$ cat config.mk
export PLATFORM = sky130hd
export DESIGN_NAME = half_op_sequencer
export DESIGN_NICKNAME = d
export VERILOG_FILES = /design/src/rtl/half_pkg.sv /design/src/rtl/half_op_sequencer.sv
export SDC_FILE = /design/constraint.sdc
export NUM_CORES = 1
export LEC_CHECK = 0
export CORE_AREA = 10 10 112 74
export CTS_BUF_LIST = sky130_fd_sc_hd__clkbuf_8
export DETAILED_ROUTE_END_ITERATION = 8
export DIE_AREA = 0 0 122 84
export PLACE_DENSITY = 0.9
export SLEW_MARGIN = 20
export SYNTH_ARGS = -nofsm -noshare
export SYNTH_HDL_FRONTEND = slang
export SYNTH_SLANG_ARGS = --single-unit
$ cat constraint.sdc
create_clock -name clk -period 3.46 [get_ports clk]
set_clock_uncertainty 0.1 [all_clocks]
set_input_delay 1.038 -clock clk [delete_from_list [all_inputs] [get_ports clk]]
set_output_delay 1.038 -clock clk [all_outputs]
set_load 0.01 [all_outputs]
$ cat src/rtl/half_pkg.sv
`default_nettype none
// ============================================================================
//  Module      : half_pkg
//  Description : Shared types and constants for the FP16 command sequencer.
//  Revision    : 1.0  initial release
// ============================================================================
package half_pkg;

    typedef enum logic [2:0] {
        OP_ADD  = 3'd0,
        OP_SUB  = 3'd1,
        OP_MUL  = 3'd2,
        OP_DIV  = 3'd3,
        OP_SQRT = 3'd4,
        OP_ABS  = 3'd5
    } half_op_e;

    typedef enum logic [3:0] {
        ST_IDLE  = 4'd0,
        ST_LD_A0 = 4'd1,
        ST_LD_A1 = 4'd2,
        ST_LD_B0 = 4'd3,
        ST_LD_B1 = 4'd4,
        ST_EXEC  = 4'd5,
        ST_WAIT  = 4'd6,
        ST_RESP0 = 4'd7,
        ST_RESP1 = 4'd8,
        ST_RESP2 = 4'd9
    } seq_state_e;

    localparam logic [15:0] HALF_QNAN        = 16'h7E00;
    localparam int          STAT_BAD_OP_BIT  = 7;
    localparam int          STAT_TIMEOUT_BIT = 6;

    function automatic logic op_is_unary(input half_op_e op);
        return (op == OP_SQRT) || (op == OP_ABS);
    endfunction

endpackage
`default_nettype wire

$ cat src/rtl/half_op_sequencer.sv
`default_nettype none
// ============================================================================
//  Module      : half_op_sequencer
//  Description : Byte-serial command front end for the FP16 unit: collects an
//                opcode and operands, launches one op, returns result+status.
//  Revision    : 1.0  initial release
// ============================================================================
module half_op_sequencer
    import half_pkg::*;
#(
    parameter int TIMEOUT = 64
) (
    input  logic        clk,
    input  logic        rst,
    input  logic [7:0]  in_data,
    input  logic        in_valid,
    output logic        in_ready,
    output logic [7:0]  out_data,
    output logic        out_valid,
    input  logic        out_ready,
    output logic        busy,
    output logic        fpu_start,
    output logic [2:0]  fpu_op,
    output logic [15:0] fpu_a,
    output logic [15:0] fpu_b,
    input  logic        fpu_done,
    input  logic [15:0] fpu_result,
    input  logic [4:0]  fpu_flags
);

    localparam logic [7:0] CNT_LAST = 8'(TIMEOUT - 1);

    seq_state_e  state_q,  state_d;
    half_op_e    op_q,     op_d;
    logic [15:0] a_q,      a_d;
    logic [15:0] b_q,      b_d;
    logic [15:0] result_q, result_d;
    logic [7:0]  status_q, status_d;
    logic [7:0]  cnt_q,    cnt_d;

    always_ff @(posedge clk or posedge rst) begin
        if (rst) begin
            state_q  <= ST_IDLE;
            op_q     <= OP_ADD;
            a_q      <= 16'h0000;
            b_q      <= 16'h0000;
            result_q <= 16'h0000;
            status_q <= 8'h00;
            cnt_q    <= 8'h00;
        end else begin
            state_q  <= state_d;
            op_q     <= op_d;
            a_q      <= a_d;
            b_q      <= b_d;
            result_q <= result_d;
            status_q <= status_d;
            cnt_q    <= cnt_d;
        end
    end

    always_comb begin
        state_d  = state_q;
        op_d     = op_q;
        a_d      = a_q;
        b_d      = b_q;
        result_d = result_q;
        status_d = status_q;
        cnt_d    = cnt_q;

        unique case (state_q)
            ST_IDLE: if (in_valid) begin
                if (in_data[2:0] > 3'd5) begin
                    result_d                  = HALF_QNAN;
                    status_d                  = 8'h00;
                    status_d[STAT_BAD_OP_BIT] = 1'b1;
                    state_d                   = ST_RESP0;
                end else begin
                    op_d    = half_op_e'(in_data[2:0]);
                    b_d     = 16'h0000;  // unary ops present a zero B operand
                    state_d = ST_LD_A0;
                end
            end
            ST_LD_A0: if (in_valid) begin
                a_d[7:0] = in_data;
                state_d  = ST_LD_A1;
            end
            ST_LD_A1: if (in_valid) begin
                a_d[15:8] = in_data;
                state_d   = op_is_unary(op_q) ? ST_EXEC : ST_LD_B0;
            end
            ST_LD_B0: if (in_valid) begin
                b_d[7:0] = in_data;
                state_d  = ST_LD_B1;
            end
            ST_LD_B1: if (in_valid) begin
                b_d[15:8] = in_data;
                state_d   = ST_EXEC;
            end
            ST_EXEC: begin
                cnt_d   = 8'h00;
                state_d = ST_WAIT;
            end
            ST_WAIT: begin
                cnt_d = cnt_q + 8'd1;
                // done takes priority over a coincident timeout
                if (fpu_done) begin
                    result_d = fpu_result;
                    status_d = {3'b000, fpu_flags};
                    state_d  = ST_RESP0;
                end else if (cnt_q == CNT_LAST) begin
                    result_d                   = HALF_QNAN;
                    status_d                   = 8'h00;
                    status_d[STAT_TIMEOUT_BIT] = 1'b1;
                    state_d                    = ST_RESP0;
                end
            end
            ST_RESP0: if (out_ready) state_d = ST_RESP1;
            ST_RESP1: if (out_ready) state_d = ST_RESP2;
            ST_RESP2: if (out_ready) state_d = ST_IDLE;
            default:  state_d = ST_IDLE;
        endcase
    end

    always_comb begin
        unique case (state_q)
            ST_RESP0: out_data = result_q[7:0];
            ST_RESP1: out_data = result_q[15:8];
            ST_RESP2: out_data = status_q;
            default:  out_data = 8'h00;
        endcase
    end

    assign in_ready  = (state_q == ST_IDLE)  || (state_q == ST_LD_A0) ||
                       (state_q == ST_LD_A1) || (state_q == ST_LD_B0) ||
                       (state_q == ST_LD_B1);
    assign out_valid = (state_q == ST_RESP0) || (state_q == ST_RESP1) ||
                       (state_q == ST_RESP2);
    assign busy      = (state_q != ST_IDLE);
    assign fpu_start = (state_q == ST_EXEC);
    assign fpu_op    = op_q;
    assign fpu_a     = a_q;
    assign fpu_b     = b_q;

endmodule
`default_nettype wire
-- Yosys cells after proc, flatten, opt, wreduce, memory -nomap -nowiden
Cells that the tools add are included.
- register bits after elaboration: 71
- output and inout bits: 47
- bitwise gates (word level): 1
- $add $sub $neg: 1
- muxes and demuxes: 30
- reduce and logical (&&, ||, !) cells: 20
- $lt $le $gt $ge: 1
- equality and inequality tests: 23
- operators with widths (cell ; count):
    $mux W16 ; 6
    $pmux W8 S2 ; 4
    $mux W4 ; 10
    $mux W8 ; 5
    $pmux W4 S10 ; 1
    $pmux W16 S2 ; 1
    $pmux W8 S3 ; 1
    $ne A2 B2 Y1 const B ; 10
    $eq A4 B3 Y1 const B ; 4
    $reduce_and A4 Y1 ; 3
    $reduce_and A9 Y1 ; 1
    $add A8 B1 Y8 const B ; 1
    $eq A4 B2 Y1 const B ; 2
    $eq A4 B4 Y1 const B ; 2
    $eq A8 B6 Y1 const B ; 1
    $reduce_bool A2 Y1 ; 4
    $logic_or A1 B1 Y1 ; 7
    $eq A3 B3 Y1 const B ; 2
    $mux W3 ; 2
    $eq A4 B1 Y1 const B ; 1
    $logic_not A4 Y1 ; 1
    $reduce_and A2 Y1 ; 2
    $reduce_bool A4 Y1 ; 1
    $gt A3 B3 Y1 const B ; 1
    other kinds (3) ; 3

-- Logic depth before layout (Yosys ltp)
Gate-level depths: netlist of the first run.
- depth in word-level cells: 5
- mapped depth: 7

-- Worst setup path after synthesis of the first run
No wires, ideal clock.
- path type: input -> register
- start point: input in_valid
- end point: register state_q[1]
- path slack: 0.800 ns
- cell stages on the path: 6
- data arrival time: 2.435 ns
- library setup time: 0.125 ns
- path through: clkbuf_1 > inv_1 > a31oi_1 > a21oi_2 > or4_4 > mux2_4
- longest elaborated chain between the ends: 2
- RTL lines (item ; RTL line ; source):
    start: declaration ; half_op_sequencer.sv:16 ; input logic in_valid,
    $ne A2 B2 Y1 (no source line) ; -- ;
    $reduce_and A9 Y1 (no source line) (*) ; -- ;
    end signal: assignment ; half_op_sequencer.sv:51 ; state_q <= state_d;
    end: declaration ; half_op_sequencer.sv:33 ; seq_state_e state_q, state_d;
Every way passes the cells marked *; elsewhere a longest branch is shown, timed or not.
A chain may end at the register's enable or synchronous reset.

-- Worst setup path in the final report of the first run
- start point: register state_q[3]
- end point: output out_data[2]
- longest elaborated chain between the ends: 2
- RTL lines (item ; RTL line ; source):
    $eq A4 B4 Y1 / $eq A4 B3 Y1 (equally long branches) ; half_op_sequencer.sv:125 ; unique case (state_q)
    $pmux W8 S3 (*) ; half_op_sequencer.sv:125 ;
    end: declaration ; half_op_sequencer.sv:18 ; output logic [7:0] out_data,
Marked as above.

==> results of run 1 <==
## worst max-delay path by stage
stage | endpoint | slack, ns | depth (start not counted)
after global routing | out_data[1] | 0.0001 | 7
after CTS | out_data[1] | 0.02 | 7
after detailed placement | state_q[2] | 0.33 | 6
after global placement | state_q[2] | 0.38 | 6
after floorplan | cnt_q[0] | 0.55 | 1
final | out_data[2] | 0.13 | 6
## cell usage in the layout (no fill, tap or decap), types with 3 or more instances in the layout
cell	count
sky130_fd_sc_hd__dfrtp_1	66
sky130_fd_sc_hd__o21ai_0	11
sky130_fd_sc_hd__nor2_1	13
sky130_fd_sc_hd__nand2_1	18
sky130_fd_sc_hd__a22o_1	33
sky130_fd_sc_hd__nand2b_1	5
sky130_fd_sc_hd__inv_1	13
sky130_fd_sc_hd__clkbuf_8	10
sky130_fd_sc_hd__mux2_2	17
sky130_fd_sc_hd__dfrtp_2	4
sky130_fd_sc_hd__buf_4	10
sky130_fd_sc_hd__and3_1	3
sky130_fd_sc_hd__nand3_1	7
sky130_fd_sc_hd__o22a_1	6
sky130_fd_sc_hd__clkdlybuf4s50_1	80
sky130_fd_sc_hd__a31oi_1	3
sky130_fd_sc_hd__a222oi_1	7
## layer usage
layer / GRT usage / up-vias / routed length (um)
met4: 0.06257 / 0 / 121
met5: 0 / - / 0
met3: 0.04459 / 12 / 644
met1: 0.2175 / 1254 / 3615
met2: 0.2680 / 129 / 4214
li1: - / 1130 / -
## what timing repair did
| action | 4_1_cts | 5_1_grt |
|---|---|---|
| hold endpoints to repair | 0 | 0 |
| setup endpoints to repair | 0 | 8 |
| setup buffers | 0 | 3 |
| resized for setup | 0 | 4 |
## power by group
part           internal, mW  total (mW)  switching, mW
Sequential             1.17        1.44          0.265
Combinational         0.954        1.73          0.778
Clock                 0.277       0.586          0.310
## critical path, cell delays in order, from the launching register on
cell and delay (ns):
sky130_fd_sc_hd__dfrtp_2 0.51, sky130_fd_sc_hd__nand2b_1 0.16, sky130_fd_sc_hd__nor2_1 0.06, sky130_fd_sc_hd__buf_4 0.17, sky130_fd_sc_hd__a222oi_1 0.39, sky130_fd_sc_hd__inv_1 0.08, sky130_fd_sc_hd__clkdlybuf4s50_1 0.49
## cells in the mapped netlist (2+ instances only)
| master | number | area [um^2] |
|---|---|---|
| sky130_fd_sc_hd__a22o_1 | 33 | 289.0 |
| sky130_fd_sc_hd__clkbuf_1 | 5 | 18.77 |
| sky130_fd_sc_hd__nor3_2 | 2 | 20.02 |
| sky130_fd_sc_hd__dfrtp_1 | 70 | 1752 |
| sky130_fd_sc_hd__o22a_1 | 6 | 52.55 |
| sky130_fd_sc_hd__a222oi_1 | 7 | 70.07 |
| sky130_fd_sc_hd__mux2_2 | 17 | 191.4 |
| sky130_fd_sc_hd__o21ai_0 | 11 | 55.05 |
| sky130_fd_sc_hd__buf_2 | 4 | 20.02 |
| sky130_fd_sc_hd__inv_1 | 13 | 48.80 |
| sky130_fd_sc_hd__nand3_1 | 7 | 35.03 |
| sky130_fd_sc_hd__nand2b_1 | 5 | 31.28 |
| sky130_fd_sc_hd__nor2_1 | 13 | 48.80 |
| sky130_fd_sc_hd__a31oi_1 | 3 | 18.77 |
| sky130_fd_sc_hd__nand4_1 | 2 | 12.51 |
| sky130_fd_sc_hd__nor4_2 | 2 | 25.02 |
| sky130_fd_sc_hd__nor2b_1 | 2 | 12.51 |
| sky130_fd_sc_hd__mux2_4 | 2 | 30.03 |
| sky130_fd_sc_hd__nand2_1 | 18 | 67.56 |
| sky130_fd_sc_hd__and3_1 | 3 | 18.77 |
| sky130_fd_sc_hd__a21oi_1 | 2 | 10.01 |
## registers in the layout (all words and copies together), names as in the netlist
signal / count
cnt_q: 8
fpu_a: 16
fpu_b: 16
fpu_op: 3
result_q: 16
state_q: 4
status_q: 7
## cell type report
| cell class | instances | area, um^2 | area share |
|---|---|---|---|
| clock inverters | 6 | 38.79 | 0.009256 |
| repair buffers | 91 | 895.9 | 0.2138 |
| multi-input cells | 157 | 1204 | 0.2872 |
| well taps | 87 | 108.9 | 0.02598 |
| inverters | 13 | 48.80 | 0.01165 |
| clock buffers | 10 | 137.6 | 0.03285 |
| flip-flops and latches | 70 | 1757 | 0.4192 |
## cells by family (layout without fill, tap and decap cells)
| group | count (synthesis) | after routing | share of synthesized area |
|---|---|---|---|
| AOI/OAI and AO/OA | 73 | 73 | 0.1937 |
| adders and majority gates | 1 | 1 | 0.004111 |
| buffers and inverters | 22 | 120 | 0.02878 |
| DFF | 70 | 70 | 0.5757 |
| muxes | 20 | 20 | 0.07607 |
| and+or+nand+nor | 63 | 63 | 0.1217 |
## through the flow
stage	instance area, um^2	power (mW)	util	hold slack (ns)
floorplan	3043	2.312	-	0.3504
global placement	3986	3.054	0.6268	0.3748
detailed placement	3986	3.128	0.6268	0.3869
CTS	4163	3.733	0.6545	0.4025
global route	4190	3.965	0.6589	0.4216
finish	4190	3.754	0.6589	0.4011
==> results.yml, run 1 <==
timing:
  fin_crit_sh: 0.9632
  tightestPinTransition_ns: 0.6162
  fin_setup_tns_ns: 0
  worst_setup_slack_final_ns: 0.1273
  total_count_of_hold_check_failures_in_the_final_report: 0
  fmaxAchievable_mhz: 300.1
  slew-limit-headroom: 0.5877
  report.final.setup_viol: 0
  rsz0062_at_grt: "false"
  drv_slew: 0
  post-route-min-period_ns: 3.333
route:
  avgRoutedWirePerCell_um: 19.81
  vias_per_cell: 5.818
  num_vias: 2525
  route.final.wire_length_um: 8596
  antenna_left: 0
  drc: 0
  drtIter0Drc: 215
  drt_pre_antenna_iters: 5
critical_path:
  worstSetupStartpoint: "state_q[3]"
  critical_path_arrival_ns: 2.19
  reg2reg_depth: 5
  crit_required_ns: 2.32
  regToRegStartpoint: "state_q[1]"
  cp_max_fo: 12
  crit_type: "reg2out"
  internal_reg_to_reg_setup_slack_ns: 1.08
  rr_endpoint: "status_q[4]"
  critPathLaunchType: "flop"
  end_kind: "output pin"
global_routing:
  wire_length_of_the_first_global_routing_pass_um: 14080
  pin_count_of_the_biggest_net_entering_global_routing: 71
  first_global_vias: 2566
  gr-total-overflow: 0
  track_usage: 0.1701
  antenna_found_initial: 0
synthesis:
  total_standard_cell_area_after_synthesis_um2: 3043
  synth-edff-count: 0
  dominantRegCellSynth: "sky130_fd_sc_hd__dfrtp_1"
  asyncSetResetFlopFracSynth: 1.000
  post_synth.cell_area_avg_um2: 12.22
  synth.distinct_cells: 43
  postSynthCellCount: 249
  synth_seq_area_share: 0.5757
  flip_flop_and_latch_count_after_synthesis: 70
  yosys_warnings: 0
  synth.net_count: 284
clocking:
  cts_tree: "yes"
  cts_root_buffer: "sky130_fd_sc_hd__clkbuf_8"
  later_pin_clock_latency_in_the_skew_report_ns: 0.34
  cts_buffer_depth: 2
  cts_hold_buffers: 0
  cts_made_buffers: 9
  clock_sink_count: 70
  cts_htree_levels: 3
  clk_pin_slew_worst_paths_ns: 0.07
finish:
  layout-drive-gt1-share: 0.1787
  layout.filler_cells: 455
  finish.net_count: 377
  ant_diodes: 0
  finish.cell_count_without_fillers: 434
  area_delta_synth_final_pct: 37.71
place:
  io_buffer_count: 80
  gp_congestion: 0.8494
  hpwl_um: 6177
  dp_slack_ns: 0.3269
  placed_cells: 415
power:
  peak_ir_drop_on_the_vdd_network_mv: 0.5748
  cellLeakagePower_nw: 1.870
  power.density_cell_area_nw_per_um2: 895.9
min_path:
  whs_endpoint: "status_q[6]"
  min-delay-start: "status_q[6]"
  hold-path-cell-count: 1
  hold_class: "reg2reg"
run_status:
  run_status: "finished, final reports clean"
job:
  maxCapViolCount: 0
floorplanning:
  pin_count: 81
  floorplan.die.height_um: 84
  rows: 23
  floorplan.die.width_um: 122
  die_area_um2: 10250
  start_util: 0.4785
  core_region_area_um2: 6360
No activity file was read; power rests on OpenSTA's default activity.
==> inputs of run 2 (changes only) <==
MAX_ROUTING_LAYER = met4   (was default)
==> run 2 against run 1 <==
Effect of this change: clock power hardly changed; non-clock buffer count is 1 lower; power hardly changed; combinational power hardly changed; core utilization is 0.12 points lower; sequential power hardly changed; via count stayed put; global-route usage is 0.49 points higher; critical path depth stayed put; critical path type unchanged; highest routed layer unchanged.
==> results.yml, run 2 (synthesis results as in run 1) <==
clocking:
  clk_pin_slew_worst_paths_ns: 0.07
  later_pin_clock_latency_in_the_skew_report_ns: 0.35
  cts_root_buffer: "sky130_fd_sc_hd__clkbuf_8"
  clock_sink_count: 70
  cts_made_buffers: 9
  cts_htree_levels: 3
  cts_hold_buffers: 0
  cts_buffer_depth: 2
  cts_tree: "yes"
route:
  drtIter0Drc: 257
  avgRoutedWirePerCell_um: 20.14
  drt_pre_antenna_iters: 5
  drc: 0
  vias_per_cell: 5.831
  num_vias: 2525
  antenna_left: 0
  route.final.wire_length_um: 8719
critical_path:
  critPathBufInv: 3
  end_kind: "output pin"
  critical_path_arrival_ns: 2.24
  cp_max_fo: 12
  crit_path_top_delay_cell: "sky130_fd_sc_hd__dfrtp_2"
  crit_type: "reg2out"
  max_stage_delay_ns: 0.51
  crit_required_ns: 2.32
  critPathLaunchType: "flop"
  cpLargestDelayFamily: "buffers and inverters"
  crit_path_cell_trace: "nand2b_1 -> nor2_1 -> buf_4 -> a222oi_1 -> inv_1 -> clkdlybuf4s50_1"
floorplanning:
  die_area_um2: 10250
  floorplan.die.height_um: 84
  pin_count: 81
  rows: 23
  floorplan.die.width_um: 122
  core_region_area_um2: 6360
  start_util: 0.4785
place:
  placed_cells: 415
  gp_congestion: 0.8628
  io_buffer_count: 80
  hpwl_um: 6177
power:
  cellLeakagePower_nw: 1.865
  power.density_cell_area_nw_per_um2: 897.8
  peak_ir_drop_on_the_vdd_network_mv: 0.5735
  fin_total_pwr_mw: 3.755
timing:
  fin_setup_tns_ns: 0
  slew-limit-headroom: 0.5860
  total_count_of_hold_check_failures_in_the_final_report: 0
  post-route-min-period_ns: 3.377
  fin_crit_sh: 0.9760
  report.final.setup_viol: 0
  drv_slew: 0
  fmaxAchievable_mhz: 296.1
  tightestPinTransition_ns: 0.6211
finish:
  area_delta_synth_final_pct: 37.46
  finalCoreUtilization: 0.6577
  finish.net_count: 376
  finish.cell_count_without_fillers: 433
  multi_input_area_um2: 1204
  ant_diodes: 0
  highest_count_cells_in_the_layout_ignoring_fill_and_taps: "80 x sky130_fd_sc_hd__clkdlybuf4s50_1, 66 x sky130_fd_sc_hd__dfrtp_1, 33 x sky130_fd_sc_hd__a22o_1"
  final_common_cell: "sky130_fd_sc_hd__clkdlybuf4s50_1"
  layout-drive-gt1-share: 0.1763
  layout.filler_cells: 458
  seq_area_um2: 1757
global_routing:
  wire_length_of_the_first_global_routing_pass_um: 14030
  antenna_found_initial: 0
  pin_count_of_the_biggest_net_entering_global_routing: 71
  track_usage: 0.1749
  first_global_vias: 2568
  gr-total-overflow: 0
job:
  maxCapViolCount: 0
min_path:
  hold_class: "reg2reg"
run_status:
  run_status: "finished, final reports clean"
[run 2: cell types whose count changed in the layout (fill, tap and decap cells not counted), sizes merged]
cell	previous run	this run
buf	11	10
[run 2: repair_timing]
item                                    in CTS  in global routing
setup buffers                                0                  2
endpoints found under the setup margin       0                  8
resized for setup                            0                  4
[run 2: cell type report]
class | count | share of cell area
Tap cell | 87 | 0.02602
Sequential cell | 70 | 0.4200
Multi-Input combinational cell | 157 | 0.2878
Clock buffer | 10 | 0.03290
Timing Repair Buffer | 90 | 0.2124
Inverter | 13 | 0.01167
Clock inverter | 6 | 0.009273
[run 2: worst paths after layout]
check	from	endpoint	slack (ns)	cells past startpoint
worst min-delay path	fpu_op[0]	fpu_op[0]	0.40	2
max in group asynchronous	rst	state_q[1]	1.98	3
worst max-delay path	state_q[3]	out_data[2]	0.08	6
worst min register to register	fpu_op[0]	fpu_op[0]	0.40	2
worst max register to register	state_q[1]	result_q[6]	1.10	5
min in group asynchronous	rst	fpu_a[0]	0.98	3
[run 2: stage by stage]
stage | worst slack [ns] | cell area, um^2 | hold WS, ns
2_1_floorplan | 0.5538 | 3043 | 0.3504
3_3_place_gp | 0.3779 | 3986 | 0.3748
5_1_grt | -0.02448 | 4183 | 0.4220
6_report | 0.08304 | 4183 | 0.4030
4_1_cts | 0.01534 | 4163 | 0.4025
3_5_place_dp | 0.3269 | 3986 | 0.3869
[run 2: per-layer routing]
| metal | up-vias | part of all wire | global-route usage |
|---|---|---|---|
| met5 | - | 0 | - |
| met4 | 0 | 0.014 | 0.06257 |
| met3 | 15 | 0.071 | 0.04189 |
| met2 | 128 | 0.49 | 0.2675 |
| met1 | 1258 | 0.43 | 0.2200 |
| li1 | 1124 | - | - |
[run 2: power by group]
part	leakage (nW)	switching [mW]	total (mW)	internal [mW]
Clock	0.0934	0.312	0.589	0.277
Combinational	0.898	0.788	1.74	0.948
Sequential	0.873	0.260	1.43	1.17
[run 2: worst min-delay path: stages, from the launching register on]
cell	delay, ns
sky130_fd_sc_hd__dfrtp_1	0.36
sky130_fd_sc_hd__nand2_1	0.06
sky130_fd_sc_hd__nand2_1	0.06
